## config.mk

```make
export PLATFORM = sky130hd
export DESIGN_NAME = montgomery_exp_ct
export DESIGN_NICKNAME = d
export VERILOG_FILES = /design/src/rtl/montgomery_exp_ct.sv
export SDC_FILE = /design/constraint.sdc
export NUM_CORES = 1
export LEC_CHECK = 0
export BUFFER_PORTS_ARGS = -buffer_cell sky130_fd_sc_hd__buf_2
export CORE_MARGIN = 3
export CORE_UTILIZATION = 60
export DETAILED_ROUTE_END_ITERATION = 8
export GPL_TIMING_DRIVEN = 0
export PLACE_DENSITY_LB_ADDON = 0.12
export SETUP_SLACK_MARGIN = 0.5
export SYNTH_ARGS = -nofsm -noshare
export SYNTH_HDL_FRONTEND = slang
export SYNTH_SLANG_ARGS = --single-unit
```

## constraint.sdc

```tcl
create_clock -name clk -period 15.5 [get_ports clk]
set_clock_uncertainty 0.15 [all_clocks]
set_input_delay 3.1 -clock clk [delete_from_list [all_inputs] [get_ports clk]]
set_output_delay 3.1 -clock clk [all_outputs]
set_load 0.02 [all_outputs]
```

## src/rtl/montgomery_exp_ct.sv

```systemverilog
// montgomery_exp_ct: modular exponentiator, result = x^e mod m (m odd), built on
// one bit-serial radix-2 Montgomery multiplier (WORD_WIDTH+1 cycles per product).
// mode 0 runs left-to-right square-and-multiply; mode 1 runs a Montgomery ladder
// that always issues two products per exponent bit.
// Ports:
//   clk, reset (async, active low)
//   start, mode, m, x, e, t, r2 : request and operands, latched when start is accepted in IDLE
//   busy   : high from the cycle after acceptance until the done cycle
//   done   : one-cycle completion pulse; error is valid alongside it
//   result : x^e mod m, held until the next completion
module montgomery_exp_ct #(
  parameter int WORD_WIDTH = 32,
  parameter int E_WIDTH    = 17,
  parameter int T_WIDTH    = $clog2(E_WIDTH + 1)
) (
  input  logic                  clk,
  input  logic                  reset,
  input  logic                  start,
  input  logic                  mode,
  input  logic [WORD_WIDTH-1:0] m,
  input  logic [WORD_WIDTH-1:0] x,
  input  logic [E_WIDTH-1:0]    e,
  input  logic [T_WIDTH-1:0]    t,
  input  logic [WORD_WIDTH-1:0] r2,
  output logic                  busy,
  output logic                  done,
  output logic                  error,
  output logic [WORD_WIDTH-1:0] result
);

  localparam int CW = $clog2(WORD_WIDTH + 1);
  localparam int SW = WORD_WIDTH + 2;
  localparam logic [CW-1:0]         CNT_LAST = CW'(WORD_WIDTH);
  localparam logic [WORD_WIDTH-1:0] ONE_W    = {{(WORD_WIDTH-1){1'b0}}, 1'b1};
  localparam logic [T_WIDTH-1:0]    T_ZERO   = {T_WIDTH{1'b0}};
  localparam logic [T_WIDTH-1:0]    T_ONE    = {{(T_WIDTH-1){1'b0}}, 1'b1};
  localparam logic [1:0] DST_A  = 2'd0;
  localparam logic [1:0] DST_B  = 2'd1;
  localparam logic [1:0] DST_XM = 2'd2;

  typedef enum logic [2:0] {
    IDLE      = 3'd0,
    TO_MONT   = 3'd1,
    LOOP      = 3'd2,
    FROM_MONT = 3'd3,
    DONE_ST   = 3'd4
  } state_t;

  state_t state_r, state_s;

  logic [WORD_WIDTH-1:0] m_r, x_r, r2_r, xm_r, a_r, b_r;
  logic [E_WIDTH-1:0]    e_r;
  logic [T_WIDTH-1:0]    t_r, idx_r;
  logic                  mode_r, err_r, sub_r;
  logic [CW-1:0]         cnt_r;
  logic [SW-1:0]         s_r;

  logic                  accept_s, bad_req_s, op_end_s, cur_bit_s, bit_last_s, abit_s;
  logic [WORD_WIDTH-1:0] op_a_s, op_b_s, fin_s;
  logic [1:0]            dst_s;
  logic [SW-1:0]         sum1_s, sum2_s, s_next_s;
  logic                  busy_s, done_s, error_s;
  logic [WORD_WIDTH-1:0] result_s;

  // Bit k of v; out-of-range k (the final-subtract cycle) yields 0.
  function automatic logic bit_at(input logic [WORD_WIDTH-1:0] v, input logic [CW-1:0] k);
    logic r;
    r = 1'b0;
    for (int i = 0; i < WORD_WIDTH; i++) begin
      if (k == CW'(i)) r = v[i];
      else             r = r;
    end
    return r;
  endfunction

  assign accept_s   = (state_r == IDLE) && start;
  assign bad_req_s  = ~m[0] || (t > T_WIDTH'(E_WIDTH));
  assign op_end_s   = (cnt_r == CNT_LAST);
  assign cur_bit_s  = e_r[idx_r];
  // A bit is finished after its second product, or after the square alone in mode 0 with e[i]=0.
  assign bit_last_s = sub_r || !(mode_r || cur_bit_s);

  // State register.
  always_ff @(posedge clk or negedge reset) begin
    if (!reset) state_r <= IDLE;
    else        state_r <= state_s;
  end

  // Next-state logic.
  always_comb begin
    state_s = state_r;
    case (state_r)
      IDLE: begin
        if (start) state_s = bad_req_s ? DONE_ST : TO_MONT;
        else       state_s = IDLE;
      end
      TO_MONT: begin
        if (op_end_s && sub_r) state_s = (t_r == T_ZERO) ? FROM_MONT : LOOP;
        else                   state_s = TO_MONT;
      end
      LOOP: begin
        if (op_end_s && bit_last_s && (idx_r == T_ZERO)) state_s = FROM_MONT;
        else                                              state_s = LOOP;
      end
      FROM_MONT: begin
        if (op_end_s) state_s = DONE_ST;
        else          state_s = FROM_MONT;
      end
      DONE_ST: state_s = IDLE;
      default: state_s = IDLE;
    endcase
  end

  // Output next values; busy follows the state being entered so it drops on the done edge.
  always_comb begin
    busy_s  = (state_s != IDLE);
    done_s  = (state_r == DONE_ST);
    error_s = (state_r == DONE_ST) && err_r;
    if (state_r == DONE_ST) result_s = err_r ? {WORD_WIDTH{1'b0}} : a_r;
    else                    result_s = result;
  end

  // Output registers.
  always_ff @(posedge clk or negedge reset) begin
    if (!reset) begin
      busy   <= 1'b0;
      done   <= 1'b0;
      error  <= 1'b0;
      result <= {WORD_WIDTH{1'b0}};
    end else begin
      busy   <= busy_s;
      done   <= done_s;
      error  <= error_s;
      result <= result_s;
    end
  end

  // Operand and destination selection for the product currently in flight.
  always_comb begin
    op_a_s = {WORD_WIDTH{1'b0}};
    op_b_s = {WORD_WIDTH{1'b0}};
    dst_s  = DST_A;
    case (state_r)
      TO_MONT: begin
        if (!sub_r) begin op_a_s = x_r;   op_b_s = r2_r; dst_s = DST_XM; end
        else        begin op_a_s = ONE_W; op_b_s = r2_r; dst_s = DST_A;  end
      end
      LOOP: begin
        if (!mode_r) begin
          op_a_s = a_r;
          op_b_s = sub_r ? xm_r : a_r;
          dst_s  = DST_A;
        end else if (!sub_r) begin
          op_a_s = a_r; op_b_s = b_r;
          dst_s  = cur_bit_s ? DST_A : DST_B;
        end else if (cur_bit_s) begin
          op_a_s = b_r; op_b_s = b_r; dst_s = DST_B;
        end else begin
          op_a_s = a_r; op_b_s = a_r; dst_s = DST_A;
        end
      end
      FROM_MONT: begin op_a_s = a_r; op_b_s = ONE_W; dst_s = DST_A; end
      default:   begin op_a_s = {WORD_WIDTH{1'b0}}; op_b_s = {WORD_WIDTH{1'b0}}; dst_s = DST_A; end
    endcase
  end

  // One Montgomery iteration plus the final conditional subtract. S stays below b+m < 2m.
  always_comb begin
    abit_s = bit_at(op_a_s, cnt_r);
    if (abit_s) sum1_s = s_r + {2'b00, op_b_s};
    else        sum1_s = s_r;
    if (sum1_s[0]) sum2_s = sum1_s + {2'b00, m_r};
    else           sum2_s = sum1_s;
    s_next_s = {1'b0, sum2_s[SW-1:1]};
    if (s_r >= {2'b00, m_r}) fin_s = s_r[WORD_WIDTH-1:0] - m_r;
    else                     fin_s = s_r[WORD_WIDTH-1:0];
  end

  // Datapath: operand latch, multiplier accumulator and exponent-bit sequencing.
  always_ff @(posedge clk or negedge reset) begin
    if (!reset) begin
      m_r <= {WORD_WIDTH{1'b0}}; x_r <= {WORD_WIDTH{1'b0}}; r2_r <= {WORD_WIDTH{1'b0}};
      xm_r <= {WORD_WIDTH{1'b0}}; a_r <= {WORD_WIDTH{1'b0}}; b_r <= {WORD_WIDTH{1'b0}};
      e_r <= {E_WIDTH{1'b0}}; t_r <= T_ZERO; idx_r <= T_ZERO;
      mode_r <= 1'b0; err_r <= 1'b0; sub_r <= 1'b0;
      cnt_r <= {CW{1'b0}}; s_r <= {SW{1'b0}};
    end else if (accept_s) begin
      m_r <= m; x_r <= x; r2_r <= r2; e_r <= e; t_r <= t; mode_r <= mode;
      err_r <= bad_req_s; sub_r <= 1'b0; cnt_r <= {CW{1'b0}}; s_r <= {SW{1'b0}};
    end else if ((state_r == TO_MONT) || (state_r == LOOP) || (state_r == FROM_MONT)) begin
      if (op_end_s) begin
        case (dst_s)
          DST_A:   a_r <= fin_s;
          DST_B:   b_r <= fin_s;
          DST_XM:  begin xm_r <= fin_s; b_r <= fin_s; end
          default: a_r <= fin_s;
        endcase
        cnt_r <= {CW{1'b0}};
        s_r   <= {SW{1'b0}};
        case (state_r)
          TO_MONT: begin
            sub_r <= ~sub_r;
            if (sub_r) idx_r <= t_r - T_ONE;
            else       idx_r <= idx_r;
          end
          LOOP: begin
            if (bit_last_s) begin sub_r <= 1'b0; idx_r <= idx_r - T_ONE; end
            else            begin sub_r <= 1'b1; idx_r <= idx_r; end
          end
          default: sub_r <= 1'b0;
        endcase
      end else begin
        s_r   <= s_next_s;
        cnt_r <= cnt_r + {{(CW-1){1'b0}}, 1'b1};
      end
    end
  end

endmodule

```

==> impl_metrics.sql <==
INSERT INTO impl_metrics (metric_group, metric, value, unit) VALUES
('status', 'status', 'finished with violations', ''),
('status', 'failed_checks', 'capacitance limit, slew limit', ''),
('power', 'internal-power', '0.002298', 'W'),
('route', 'drt_pre_antenna_iters', '7', ''),
('synth', 'synth_top_cell_area_share', '38.03', '%'),
('clock_tree', 'clk_root_buffer_cell', 'clkbuf_16', ''),
('hold_path', 'hp-class', 'flip-flop to flip-flop', ''),
('global_routing', 'gr-total-overflow', '0', ''),
('route', 'vias', '18840', ''),
('cells_and_area', 'diodes', '0', ''),
('cells_and_area', 'final_area', '22310', 'µm²'),
('placement', 'placement.cell_area', '21070', 'µm²'),
('timing', 'worst_slack', '3972', 'ps'),
('timing', 'max_slew_margin', '-7.136', '%'),
('power', 'switching_power', '0.001842', 'W'),
('power', 'clock_power_share', '21.6', '%'),
('synth', 'ys_top_cells_by_area', 'dfrtp_1, mux2_2, ha_1', ''),
('clock_tree', 'h-tree-depth', '2', ''),
('clock_tree', 'post_cts.repair.setup_buffers', '0', ''),
('die', 'io_pins', '157', ''),
('synth', 'post_syn_area', '19680', 'µm²'),
('clock_tree', 'clock_tree_from_tritoncts', 'yes', ''),
('synth', 'yosys-top-cells-count', 'nand2_1, dfrtp_1, o21ai_0', ''),
('critical_path', 'setup.worst_path.start_class', 'flip-flop', ''),
('critical_path', 'critical-path-slowest-cell', 'a2111oi_0', ''),
('synth', 'avgSynthCellArea', '8.622', 'µm²'),
('critical_path', 'critical_path_arrival', '11830', 'ps'),
('clock_tree', 'cts.hold.buffers_added', '0', ''),
('cells_and_area', 'fin_util', '69.81', '%'),
('timing', 'post-route-min-period', '11530', 'ps'),
('placement', 'buffer_ports.inserted', '156', ''),
('die', 'initial_core_utilization', '61.56', '%'),
('run', 'max_cap_viol_count', '1', ''),
('clock_tree', 'cts-root-to-sink-buffers', '3', ''),
('global_routing', 'largest_net_degree_at_the_start_of_global_routing', '116', ''),
('die', 'die_w', '187.1', 'µm'),
('placement', 'hpwl', '52330', 'µm'),
('critical_path', 'path_common_cell', 'o21ai_0', ''),
('global_routing', 'grt_use_total', '38.32', '%'),
('route', 'wl_per_cell', '23.15', 'µm'),
('power', 'sw_frac_of_total', '44.49', '%'),
('synth', 'ys_ff_latch', '299', ''),
('timing', 'rsz0062_at_grt', 'false', ''),
('clock_tree', 'tritoncts_num_sinks', '299', ''),
('clock_tree', 'cts_made_buffers', '36', ''),
('route', 'detail-route-antenna-nets', '0', ''),
('synth', 'synthArstFlopShare', '100.0', '%'),
('timing', 'fmaxAchievable', '86.74', 'MHz'),
('cells_and_area', 'layout_cell_share_with_drive_strength_beyond_1', '14.76', '%'),
('clock_tree', 'clk_pin_slew_worst_paths', '60', 'ps'),
('die', 'rows', '65', ''),
('critical_path', 'required', '15800', 'ps'),
('timing', 'final-max-slew-violation-count', '4', ''),
('power', 'cellPowerDensity', '185.5', 'nW/µm²'),
('clock_tree', 'post_cts_resized', '0', ''),
('synth', 'synth.yosys.seq_area_share', '38.03', '%'),
('cells_and_area', 'area_delta_synth_final', '13.39', '%'),
('timing', 'tns', '0', 'ps'),
('synth', 'synthMostInstantiatedCell', 'nand2_1', ''),
('placement', 'post-place-ws', '4738', 'ps'),
('die', 'die_h', '187.1', 'µm'),
('route', 'viasPerCell', '6.405', ''),
('clock_tree', 'clk_latency', '550', 'ps'),
('power', 'power.sequential.fraction', '28.3', '%'),
('synth', 'syn-instance-count', '2282', ''),
('timing', 'timing.final.crit_share', '74.38', '%'),
('timing', 'finalSetupViolCount', '0', ''),
('global_routing', 'grt_first_pass_wirelength', '105200', 'µm'),
('critical_path', 'cpPeakStageDelay', '1360', 'ps'),
('route', 'remaining_drc_errors', '0', ''),
('timing', 'tightest_slew', '1567', 'ps');
per-stage QoR:
step / std cells / total power, W / hold WS [ps]
3_5_place_dp: 2875 / 0.003174 / 317.3
6_report: 2941 / 0.004140 / 323.4
5_1_grt: 2941 / 0.004381 / 349.2
2_1_floorplan: 2282 / 0.002561 / 294.6
4_1_cts: 2940 / 0.004079 / 330.8
3_3_place_gp: 2873 / 0.003122 / 310.1
worst paths after layout:
check / from / end / slack (ps) / depth (start not counted)
min in group asynchronous: reset / result[6] / 2380 / 1
worst min-delay path: result[12] / result[12] / 320 / 2
max in group asynchronous: reset / s_r[25] / 11370 / 3
worst max register to register: idx_r[0] / s_r[31] / 3970 / 31
worst min register to register: result[12] / result[12] / 320 / 2
worst max-delay path: idx_r[0] / s_r[31] / 3970 / 31
critical path, delay by kind of cell, from the launching register on:
kind            cells  cell delay, ps
buf+inv             4            1430
compound gates     21            7740
fa+ha+maj           1             360
simple gates        3             900
mux                 1             360
flops               1             360
xor+xnor            1             140
cells by family after synthesis:
family | count (synthesis) | share of synthesized area, %
xor gates and xnor gates | 75 | 3.338
adders and majority gates | 104 | 6.728
DFF | 299 | 38.03
and+or+nand+nor | 732 | 16.29
muxes | 160 | 9.176
buffers and inverters | 196 | 3.879
AOI/OAI and AO/OA | 716 | 22.56
metal layers:
metal / track usage [%] / up-vias / part of all wire [%]
met5: 0 / - / 0
met1: 49.51 / 8881 / 40
met3: 7.065 / 254 / 9.0
li1: - / 8623 / -
met2: 61.47 / 1079 / 45
met4: 20.56 / 0 / 5.7
sequential cells by signal (all words and copies together) (netlist names), 3 cells and up:
name,cells
s_r,33
a_r,32
b_r,32
m_r,32
r2_r,32
result,32
x_r,32
xm_r,32
e_r,17
cnt_r,6
idx_r,5
t_r,5
state_r,3
power groups by stage:
stage	registers (W)	logic, W	clock network (W)
5_1_grt	0.00120	0.00225	0.000935
6_report	0.00117	0.00207	0.000895
3_3_place_gp	0.00117	0.00195	0
2_1_floorplan	0.00110	0.00146	0
3_5_place_dp	0.00117	0.00200	0
4_1_cts	0.00116	0.00202	0.000897
final cells by class:
cell class,instances,area [µm²],area share [%]
Inverter,66,247.7,1.110
Timing Repair Buffer,159,850.8,3.813
Multi-Input combinational cell,1787,11430,51.23
Buffer,130,515.5,2.310
Clock inverter,14,181.4,0.8131
Tap cell,435,544.3,2.439
Clock buffer,51,1059,4.744
Sequential cell,299,7482,33.54
cells in the final DEF, fill, tap and decap left out, drive strengths merged, types with 52 or more instances in the layout:
cell type,n
a21o,52
a21oi,210
buf,178
clkbuf,162
dfrtp,299
ha,101
inv,68
mux2,120
nand2,327
nor2,193
o21ai,236
Note: power is estimated with default switching activity, not from simulation.
